--- config.mk ---
export PLATFORM = sky130hd
export DESIGN_NAME = bram_flush_ctrl
export DESIGN_NICKNAME = d
export VERILOG_FILES = /design/src/rtl/bram_flush_pkg.sv /design/src/rtl/bram_flush_addr_cnt.sv /design/src/rtl/bram_flush_ctrl.sv
export SDC_FILE = /design/constraint.sdc
export NUM_CORES = 1
export LEC_CHECK = 0
export CORE_MARGIN = 2
export CORE_UTILIZATION = 39
export CTS_CLUSTER_DIAMETER = 100
export DETAILED_ROUTE_END_ITERATION = 10
export GPL_ROUTABILITY_DRIVEN = 0
export HOLD_SLACK_MARGIN = 0.03
export PLACE_DENSITY_LB_ADDON = 0.2
export RECOVER_POWER = 50
export SLEW_MARGIN = 20
export SYNTH_ARGS = -nofsm -noshare
export SYNTH_HDL_FRONTEND = slang
export SYNTH_HIERARCHICAL = 1
export SYNTH_SLANG_ARGS = --single-unit
export TNS_END_PERCENT = 50
--- constraint.sdc ---
create_clock -name clk -period 2.05 [get_ports clk]
set_clock_uncertainty 0.15 [all_clocks]
set_input_delay 0.41 -clock clk [delete_from_list [all_inputs] [get_ports clk]]
set_output_delay 0.41 -clock clk [all_outputs]
set_load 0.005 [all_outputs]
--- src/rtl/bram_flush_pkg.sv ---
// Shared types and helpers for the BRAM flush controller.
// State encoding is fixed so other tiles can decode it.
package bram_flush_pkg;

    typedef enum logic [1:0] {
        FLUSH_ST_IDLE  = 2'd0,
        FLUSH_ST_FLUSH = 2'd1,
        FLUSH_ST_DONE  = 2'd2
    } flush_state_e;

    // True when addr is the final word of a DEPTH-word memory.
    function automatic logic is_last_addr(input logic [31:0] addr, input int unsigned depth);
        return addr == 32'(depth - 1);
    endfunction

endpackage

--- src/rtl/bram_flush_addr_cnt.sv ---
// Flush address counter: clears to 0, advances on enable, flags DEPTH-1.
module bram_flush_addr_cnt
    import bram_flush_pkg::*;
#(
    parameter int unsigned DEPTH      = 1024,
    parameter int unsigned ADDR_WIDTH = 10
) (
    input  logic                  clk,
    input  logic                  resetb,
    input  logic                  clr,
    input  logic                  en,
    output logic [ADDR_WIDTH-1:0] count,
    output logic                  last
);

    logic [ADDR_WIDTH-1:0] count_q, count_d;

    always_comb begin
        count_d = count_q;
        if (clr) begin
            count_d = '0;
        end else if (en) begin
            count_d = count_q + ADDR_WIDTH'(1);
        end
    end

    always_ff @(posedge clk or negedge resetb) begin
        if (!resetb) begin
            count_q <= '0;
        end else begin
            count_q <= count_d;
        end
    end

    assign count = count_q;
    assign last  = is_last_addr(32'(count_q), DEPTH);

endmodule

--- src/rtl/bram_flush_ctrl.sv ---
// BRAM write-port arbiter: passes user writes through when idle and
// overwrites every word with FLUSH_VALUE on request or after reset.
module bram_flush_ctrl
    import bram_flush_pkg::*;
#(
    parameter int unsigned            DEPTH          = 1024,
    parameter int unsigned            ADDR_WIDTH     = 10,
    parameter int unsigned            DATA_WIDTH     = 32,
    parameter logic [DATA_WIDTH-1:0]  FLUSH_VALUE    = '0,
    parameter bit                     FLUSH_ON_RESET = 1'b1
) (
    input  logic                  clk,
    input  logic                  resetb,
    input  logic                  flush_en,
    input  logic                  flush_req,
    input  logic                  usr_we,
    input  logic [ADDR_WIDTH-1:0] usr_addr,
    input  logic [DATA_WIDTH-1:0] usr_wdata,
    output logic                  usr_ready,
    output logic                  bram_we,
    output logic [ADDR_WIDTH-1:0] bram_addr,
    output logic [DATA_WIDTH-1:0] bram_wdata,
    output logic                  busy,
    output logic                  done
);

    flush_state_e          state_q, state_d;
    logic                  pend_q, pend_d;
    logic                  we_q, we_d;
    logic [ADDR_WIDTH-1:0] addr_q, addr_d;
    logic [DATA_WIDTH-1:0] wdata_q, wdata_d;
    logic                  done_q, done_d;

    logic                  cnt_clr, cnt_en, cnt_last;
    logic [ADDR_WIDTH-1:0] cnt;

    bram_flush_addr_cnt #(
        .DEPTH      (DEPTH),
        .ADDR_WIDTH (ADDR_WIDTH)
    ) u_addr_cnt (
        .clk    (clk),
        .resetb (resetb),
        .clr    (cnt_clr),
        .en     (cnt_en),
        .count  (cnt),
        .last   (cnt_last)
    );

    always_comb begin
        state_d = state_q;
        pend_d  = pend_q;
        we_d    = 1'b0;
        addr_d  = addr_q;
        wdata_d = wdata_q;
        done_d  = (state_q == FLUSH_ST_DONE);
        cnt_clr = 1'b0;
        cnt_en  = 1'b0;

        unique case (state_q)
            FLUSH_ST_IDLE: begin
                // The user write offered on the start cycle is still issued.
                we_d    = usr_we;
                addr_d  = usr_addr;
                wdata_d = usr_wdata;
                cnt_clr = 1'b1;
                if (flush_en && (flush_req || pend_q)) begin
                    state_d = FLUSH_ST_FLUSH;
                    pend_d  = 1'b0;
                end
            end
            FLUSH_ST_FLUSH: begin
                if (!flush_en) begin
                    state_d = FLUSH_ST_IDLE;
                    cnt_clr = 1'b1;
                end else begin
                    we_d    = 1'b1;
                    addr_d  = cnt;
                    wdata_d = FLUSH_VALUE;
                    cnt_en  = !cnt_last;
                    if (cnt_last) begin
                        state_d = FLUSH_ST_DONE;
                    end
                end
            end
            FLUSH_ST_DONE: begin
                state_d = FLUSH_ST_IDLE;
                cnt_clr = 1'b1;
            end
            default: begin
                state_d = FLUSH_ST_IDLE;
                cnt_clr = 1'b1;
            end
        endcase
    end

    always_ff @(posedge clk or negedge resetb) begin
        if (!resetb) begin
            state_q <= FLUSH_ST_IDLE;
            pend_q  <= FLUSH_ON_RESET;
            we_q    <= 1'b0;
            addr_q  <= '0;
            wdata_q <= '0;
            done_q  <= 1'b0;
        end else begin
            state_q <= state_d;
            pend_q  <= pend_d;
            we_q    <= we_d;
            addr_q  <= addr_d;
            wdata_q <= wdata_d;
            done_q  <= done_d;
        end
    end

    assign usr_ready  = (state_q == FLUSH_ST_IDLE);
    // DONE is the cycle the last flush write sits on the bus, so it counts as busy.
    assign busy       = (state_q != FLUSH_ST_IDLE);
    assign bram_we    = we_q;
    assign bram_addr  = addr_q;
    assign bram_wdata = wdata_q;
    assign done       = done_q;

endmodule

==> flow_summary.json, run 1 <==
{
  "worstSetupEndpointType": "flip-flop",
  "ys_types": 37,
  "power_density_nw_per_um2": 782.0,
  "floorplan.die.width_um": 81.23,
  "cp_top_family": "simple AND/OR/NAND/NOR gates",
  "synth_compound_area_frac": 0.2227,
  "hold_path_class": "reg2reg",
  "timing.hold.ws_ps": 337.3,
  "wl_per_cell_um": 16.42,
  "grt_pass1_vias": 1877,
  "port_buffers": 92,
  "power.share.clock": 0.411,
  "route.detailed.drc": 0,
  "cp_num_buf_inv": 1,
  "num_rows": 28,
  "stdcell_area_um2": 3694,
  "async_flop_share": 1.000,
  "slew_viol_final": 0,
  "synth_area_um2": 2326,
  "grtUsageTotal": 0.1911,
  "max_stage_delay_ps": 420,
  "cap_viol_max_count": 0,
  "synthAdderAreaFrac": 0.005379,
  "fp.dieArea_um2": 6598,
  "synth_nets": 223,
  "cts_tree": "done",
  "placed_area_um2": 3442,
  "dp_hpwl_mm": 4.091,
  "swShare": 0.2112,
  "die_h_um": 81.23,
  "synth.area.top_cells": "dfrtp_1 (60%), a22o_1 (12%), o221a_1 (4.4%), nand3b_1 (2.9%), buf_6 (1.5%)",
  "finalPower_mw": 2.888,
  "ys_seq_area_frac": 0.6138,
  "ys_seq_elements": 57,
  "synth_ff_type": "dfrtp_1",
  "ant_nets": 0,
  "clk_path_buf_depth": 2,
  "synth-edff-count": 0,
  "layout.nets": 338,
  "clk_pin_slew_worst_paths_ps": 60,
  "clkLatencyLatePin_ps": 320,
  "synthCells": 175,
  "hold_viol": 0,
  "start_util": 0.3976,
  "timing.fmax_mhz": 506.8,
  "outcome": "completed",
  "setup_viol": 0,
  "path_cells": "ha_2, nand3_1, nor3_2, nor2_1, buf_4, o2111ai_4, or4_1, a21oi_1",
  "areaGrowthSynthToFinish_pct": 58.79,
  "vias": 1873,
  "cts-root-buf": "clkbuf_8",
  "synth_top_family_by_area": "compound AO/OA/AOI/OAI gates",
  "drt-initial-drc-count": 118,
  "synth_simple_gate_area_frac": 0.09467,
  "yosys.area.top_type_share": 0.6025,
  "ir_drop_v": 0.0006147,
  "relSlewSlack": 0.1925,
  "antenna_found_initial": 0,
  "final.min_clock_period_ps": 1973,
  "arrival_ps": 2070,
  "rsz0062_at_grt": "no",
  "n_fill_cell": 442,
  "crit_fanout": 5,
  "diodes": 0,
  "critPathRequiredTime_ps": 2150,
  "ios": 93,
  "synth.area.mux_share": 0.004303,
  "grt_max_degree": 34,
  "grt_overflow": 0,
  "syn_area_per_cell_um2": 13.29,
  "yosys.area.top_type": "dfrtp_1",
  "drive_gt1_frac": 0.1531,
  "cts_made_buffers": 9,
  "yosys_warnings": 6,
  "p_leak_nw": 1.559,
  "htreeDepth": 3,
  "drt_first_pass_iters": 4,
  "clock_sinks": 57,
  "p_int_mw": 2.278,
  "p_comb_frac": 0.157,
  "critPathKind": "reg2reg",
  "switching_power_mw": 0.6099,
  "core_um2": 5851,
  "period_share": 0.9625,
  "seq_power_share": 0.431,
  "drt-vias-per-instance": 5.076,
  "wirelength_mm": 6.058,
  "slowest_stage": "or4_1",
  "grt_pass1_wl_mm": 9.397,
  "worst_pin_slew_ps": 1211,
  "crit_path_start_kind": "flip-flop",
  "synth-xor-area-share": 0.01506
}
## Yosys cell counts (5+ instances only)
cell / count
nand2_1: 5
buf_2: 5
nor2_1: 6
nand3b_1: 9
o221a_1: 9
a21oi_1: 6
dfrtp_1: 56
a22o_1: 32
## state kept, by name (all words and copies together), names as in the netlist
| signal | cells |
|---|---|
| bram_addr | 10 |
| bram_wdata | 32 |
| bram_we | 1 |
| done | 1 |
| pend_q | 1 |
| state_q | 2 |
| u_addr_cnt/count | 10 |
## power by group through the flow
stage	Combinational, mW	Sequential, mW	Clock (mW)
final	0.454	1.25	1.19
after global routing	0.492	1.25	1.28
after CTS	0.469	1.25	1.22
after detailed placement	0.460	1.27	0
after global placement	0.456	1.26	0
after floorplan	0.139	1.27	0
## placed cells by master, fill, tap and decap left out, types with 2 or more instances in the layout
cell,instances
nand3b_1,9
o21ai_0,2
o22a_1,2
a21oi_1,6
nand2_1,5
xor2_1,3
nand3_1,3
or3_1,2
bufinv_16,2
inv_1,2
buf_12,2
clkdlybuf4s50_1,89
dfrtp_1,56
clkbuf_1,4
or4_1,2
nor2_1,6
clkbuf_8,12
a22o_1,32
buf_4,19
o31ai_1,2
o221a_1,9
## kinds of logic after synthesis
family | after synthesis
AOI/OAI and AO/OA | 59
buffers and inverters | 16
muxes | 1
xor gates and xnor gates | 4
adders and majority gates | 1
and+or+nand+nor | 37
DFF | 57
## per-stage QoR
step	setup TNS, ps	util	cells	worst slack [ps]
CTS	0	0.6328	369	10.25
global route	0	0.6313	369	0.5622
global placement	-48.99	0.5883	350	-38.93
detailed placement	-78.72	0.5883	350	-39.76
finish	0	0.6313	369	76.83
floorplan	0	-	175	5.050
## layout make-up
type / count / area (um^2) / share of cell area
repair buffers: 117 / 1121 / 0.3035
clock buffers: 13 / 168.9 / 0.04573
clock inverters: 2 / 60.06 / 0.01626
well taps: 75 / 93.84 / 0.02541
inverters: 3 / 13.76 / 0.003726
flip-flops and latches: 57 / 1428 / 0.3865
multi-input cells: 102 / 808.3 / 0.2188
## repair_timing
| item | 4_1_cts | 5_1_grt |
|---|---|---|
| gates resized for setup | 1 | 7 |
| setup endpoints to repair | 2 | 6 |
| pin swaps | 1 | 0 |
| setup buffers | 3 | 0 |
| hold endpoints to repair | 19 | 0 |
| hold buffers | 1 | 0 |
## routing by layer
metal	track usage	share of wire	vias to the layer above
met1	0.2471	0.47	908
met2	0.3033	0.47	60
met5	0	0	-
met3	0.04111	0.051	11
met4	0.09661	0.018	0
li1	-	-	894
## path summary, 6_finish.rpt
check                                                start  cells past startpoint  slack (ps)                              end
max in group asynchronous                           resetb                      3         270                bram_we$_DFF_PN0_
min                                     pend_q$_DFFE_PN1P_                      1         340               pend_q$_DFFE_PN1P_
min in group asynchronous                           resetb                      2         720        bram_wdata[2]$_DFFE_PN0P_
min reg2reg                             pend_q$_DFFE_PN1P_                      1         340               pend_q$_DFFE_PN1P_
max                        u_addr_cnt/count[0]$_DFFE_PN0P_                      8          80  u_addr_cnt/count[9]$_DFFE_PN0P_
max reg2reg                u_addr_cnt/count[0]$_DFFE_PN0P_                      8          80  u_addr_cnt/count[9]$_DFFE_PN0P_
No activity file was read; power rests on OpenSTA's default activity.
==> inputs of run 2 (changes only) <==
Settings changed: CORE_UTILIZATION 39 to 50, DONT_BUFFER_PORTS set to 1.
==> run 2 against run 1 <==
Against the previous run:
- register-to-register slack about the same
- worst hold slack got worse by 270 ps
- largest cell class unchanged
- combinational power decreased by 61%
- die area decreased by 21%
- power decreased by 19%
- maximum frequency increased by 0.40%
- highest routed layer unchanged
==> flow_summary.json, run 2 (synthesis gave the netlist of run 1 again) <==
{
  "outcome": "completed",
  "final_cell_mix": "dfrtp_1 (56), a22o_1 (32), buf_4 (13)",
  "multi_input_area_um2": 818.3,
  "cap_viol_max_count": 0,
  "power_density_nw_per_um2": 893.9,
  "drt-initial-drc-count": 112,
  "clkLatencyLatePin_ps": 320,
  "instances_no_fill": 246,
  "ant_nets": 0,
  "arrival_ps": 1410,
  "drt_first_pass_iters": 5,
  "drt-vias-per-instance": 6.329,
  "cts-root-buf": "clkbuf_8",
  "antenna_found_initial": 0,
  "diodes": 0,
  "areaGrowthSynthToFinish_pct": 12.80,
  "ios": 93,
  "grt_overflow": 0,
  "setup_viol": 0,
  "htreeDepth": 3,
  "rsz0062_at_grt": "yes",
  "crit_fanout": 34,
  "grt_max_degree": 58,
  "dpl.cell_count": 225,
  "cts_tree": "done",
  "seq_area_um2": 1428,
  "critPathKind": "reg2out",
  "slowest_stage": "dfrtp_1",
  "n_fill_cell": 366,
  "final_common_cell": "dfrtp_1",
  "floorplan.die.width_um": 72.21,
  "largest_reg_flops": 32,
  "relSlewSlack": 0.2000,
  "hold_viol": 0,
  "clk_pin_slew_worst_paths_ps": 60,
  "vias": 1557,
  "path_cells": "buf_4, or2_4, inv_6",
  "cts_made_buffers": 9,
  "worst_pin_slew_ps": 1200,
  "grt_pass1_wl_mm": 7.500,
  "crit_path_start_kind": "flip-flop",
  "route.detailed.drc": 0,
  "wirelength_mm": 4.747,
  "timing.fmax_mhz": 508.8,
  "wl_per_cell_um": 19.30,
  "start_util": 0.5269,
  "critPathRequiredTime_ps": 1490,
  "hold_path_class": "in2reg",
  "num_rows": 24,
  "fp.dieArea_um2": 5214,
  "cp_num_buf_inv": 2,
  "dp_hpwl_mm": 3.176,
  "clock_sinks": 57,
  "port_buffers": 0,
  "layout.nets": 237,
  "clk_path_buf_depth": 2,
  "period_share": 0.9587,
  "grt_pass1_vias": 1569,
  "die_h_um": 72.21,
  "core_um2": 4414,
  "worstSetupEndpointType": "output port",
  "slew_viol_final": 0,
  "postLayoutCoreUtil": 0.5944,
  "drive_gt1_frac": 0.2062,
  "grtUsageTotal": 0.1906,
  "ir_drop_v": 0.0004482,
  "cp_top_family": "buffers and inverters",
  "max_stage_delay_ps": 370,
  "p_leak_nw": 1.130,
  "final.min_clock_period_ps": 1965
}
run 2: cell types whose count changed in the layout (fill, tap and decap cells not counted), moves of 2 or more:
cell	before	now
clkinv_2	0	3
clkdlybuf4s50_1	89	0
clkbuf_1	4	2
buf_4	19	13
bufinv_16	2	0
buf_12	2	0
run 2: worst paths after layout:
check	start	end	slack (ps)	cells after the start
hold reg to reg	pend_q$_DFFE_PN1P_	pend_q$_DFFE_PN1P_	330	1
min in group asynchronous	resetb	bram_addr[5]$_DFFE_PN0P_	750	2
setup / recovery	state_q[1]$_DFFE_PN0P_	usr_ready	80	3
max in group asynchronous	resetb	bram_wdata[17]$_DFFE_PN0P_	270	2
hold / removal	usr_wdata[5]	bram_wdata[5]$_DFFE_PN0P_	70	1
setup reg to reg	u_addr_cnt/count[0]$_DFFE_PN0P_	u_addr_cnt/count[7]$_DFFE_PN0P_	90	8
run 2: repair_timing:
action                     in CTS  in global routing
setup buffers                   0                  2
pin swaps                       0                  4
hold buffers                    3                  0
hold endpoints to repair       58                  0
setup endpoints to repair       4                  5
resized for setup               1                  6
run 2: per-stage QoR:
stage                     setup WS, ps  setup TNS (ps)  instance area, um^2  total power, mW  hold slack, ps
after CTS                        6.597               0                 2609            2.376           54.63
after floorplan                  5.050               0                 2331            1.410          -35.59
after global routing            -31.84          -53.47                 2624            2.455           62.36
after detailed placement        -40.46          -74.60                 2385            1.437          -34.34
after global placement           71.88               0                 2385            1.431          -34.42
final                            84.64               0                 2624            2.345           65.10
run 2: layer usage:
metal | part of all wire | vias to the layer above | GRT usage | wire [um]
met5 | 0 | - | 0 | 0
met4 | 0.032 | 0 | 0.1279 | 153
met3 | 0.091 | 15 | 0.06806 | 433
met2 | 0.48 | 82 | 0.2752 | 2262
met1 | 0.40 | 766 | 0.2407 | 1898
li1 | - | 694 | - | -
run 2: cell type report:
class / instances / area share
sequential: 57 / 0.5441
timing repair buffer: 16 / 0.04673
multi-input combinational: 102 / 0.3119
clock inverter: 3 / 0.005722
tap: 52 / 0.02480
inverter: 3 / 0.006199
clock buffer: 13 / 0.06056
run 2: report_power, final:
group / internal (mW) / leakage (nW) / switching (mW)
Combinational: 0.0840 / 0.326 / 0.0910
Clock: 0.498 / 0.0932 / 0.403
Sequential: 1.20 / 0.711 / 0.0640
Total: 1.79 / 1.13 / 0.558
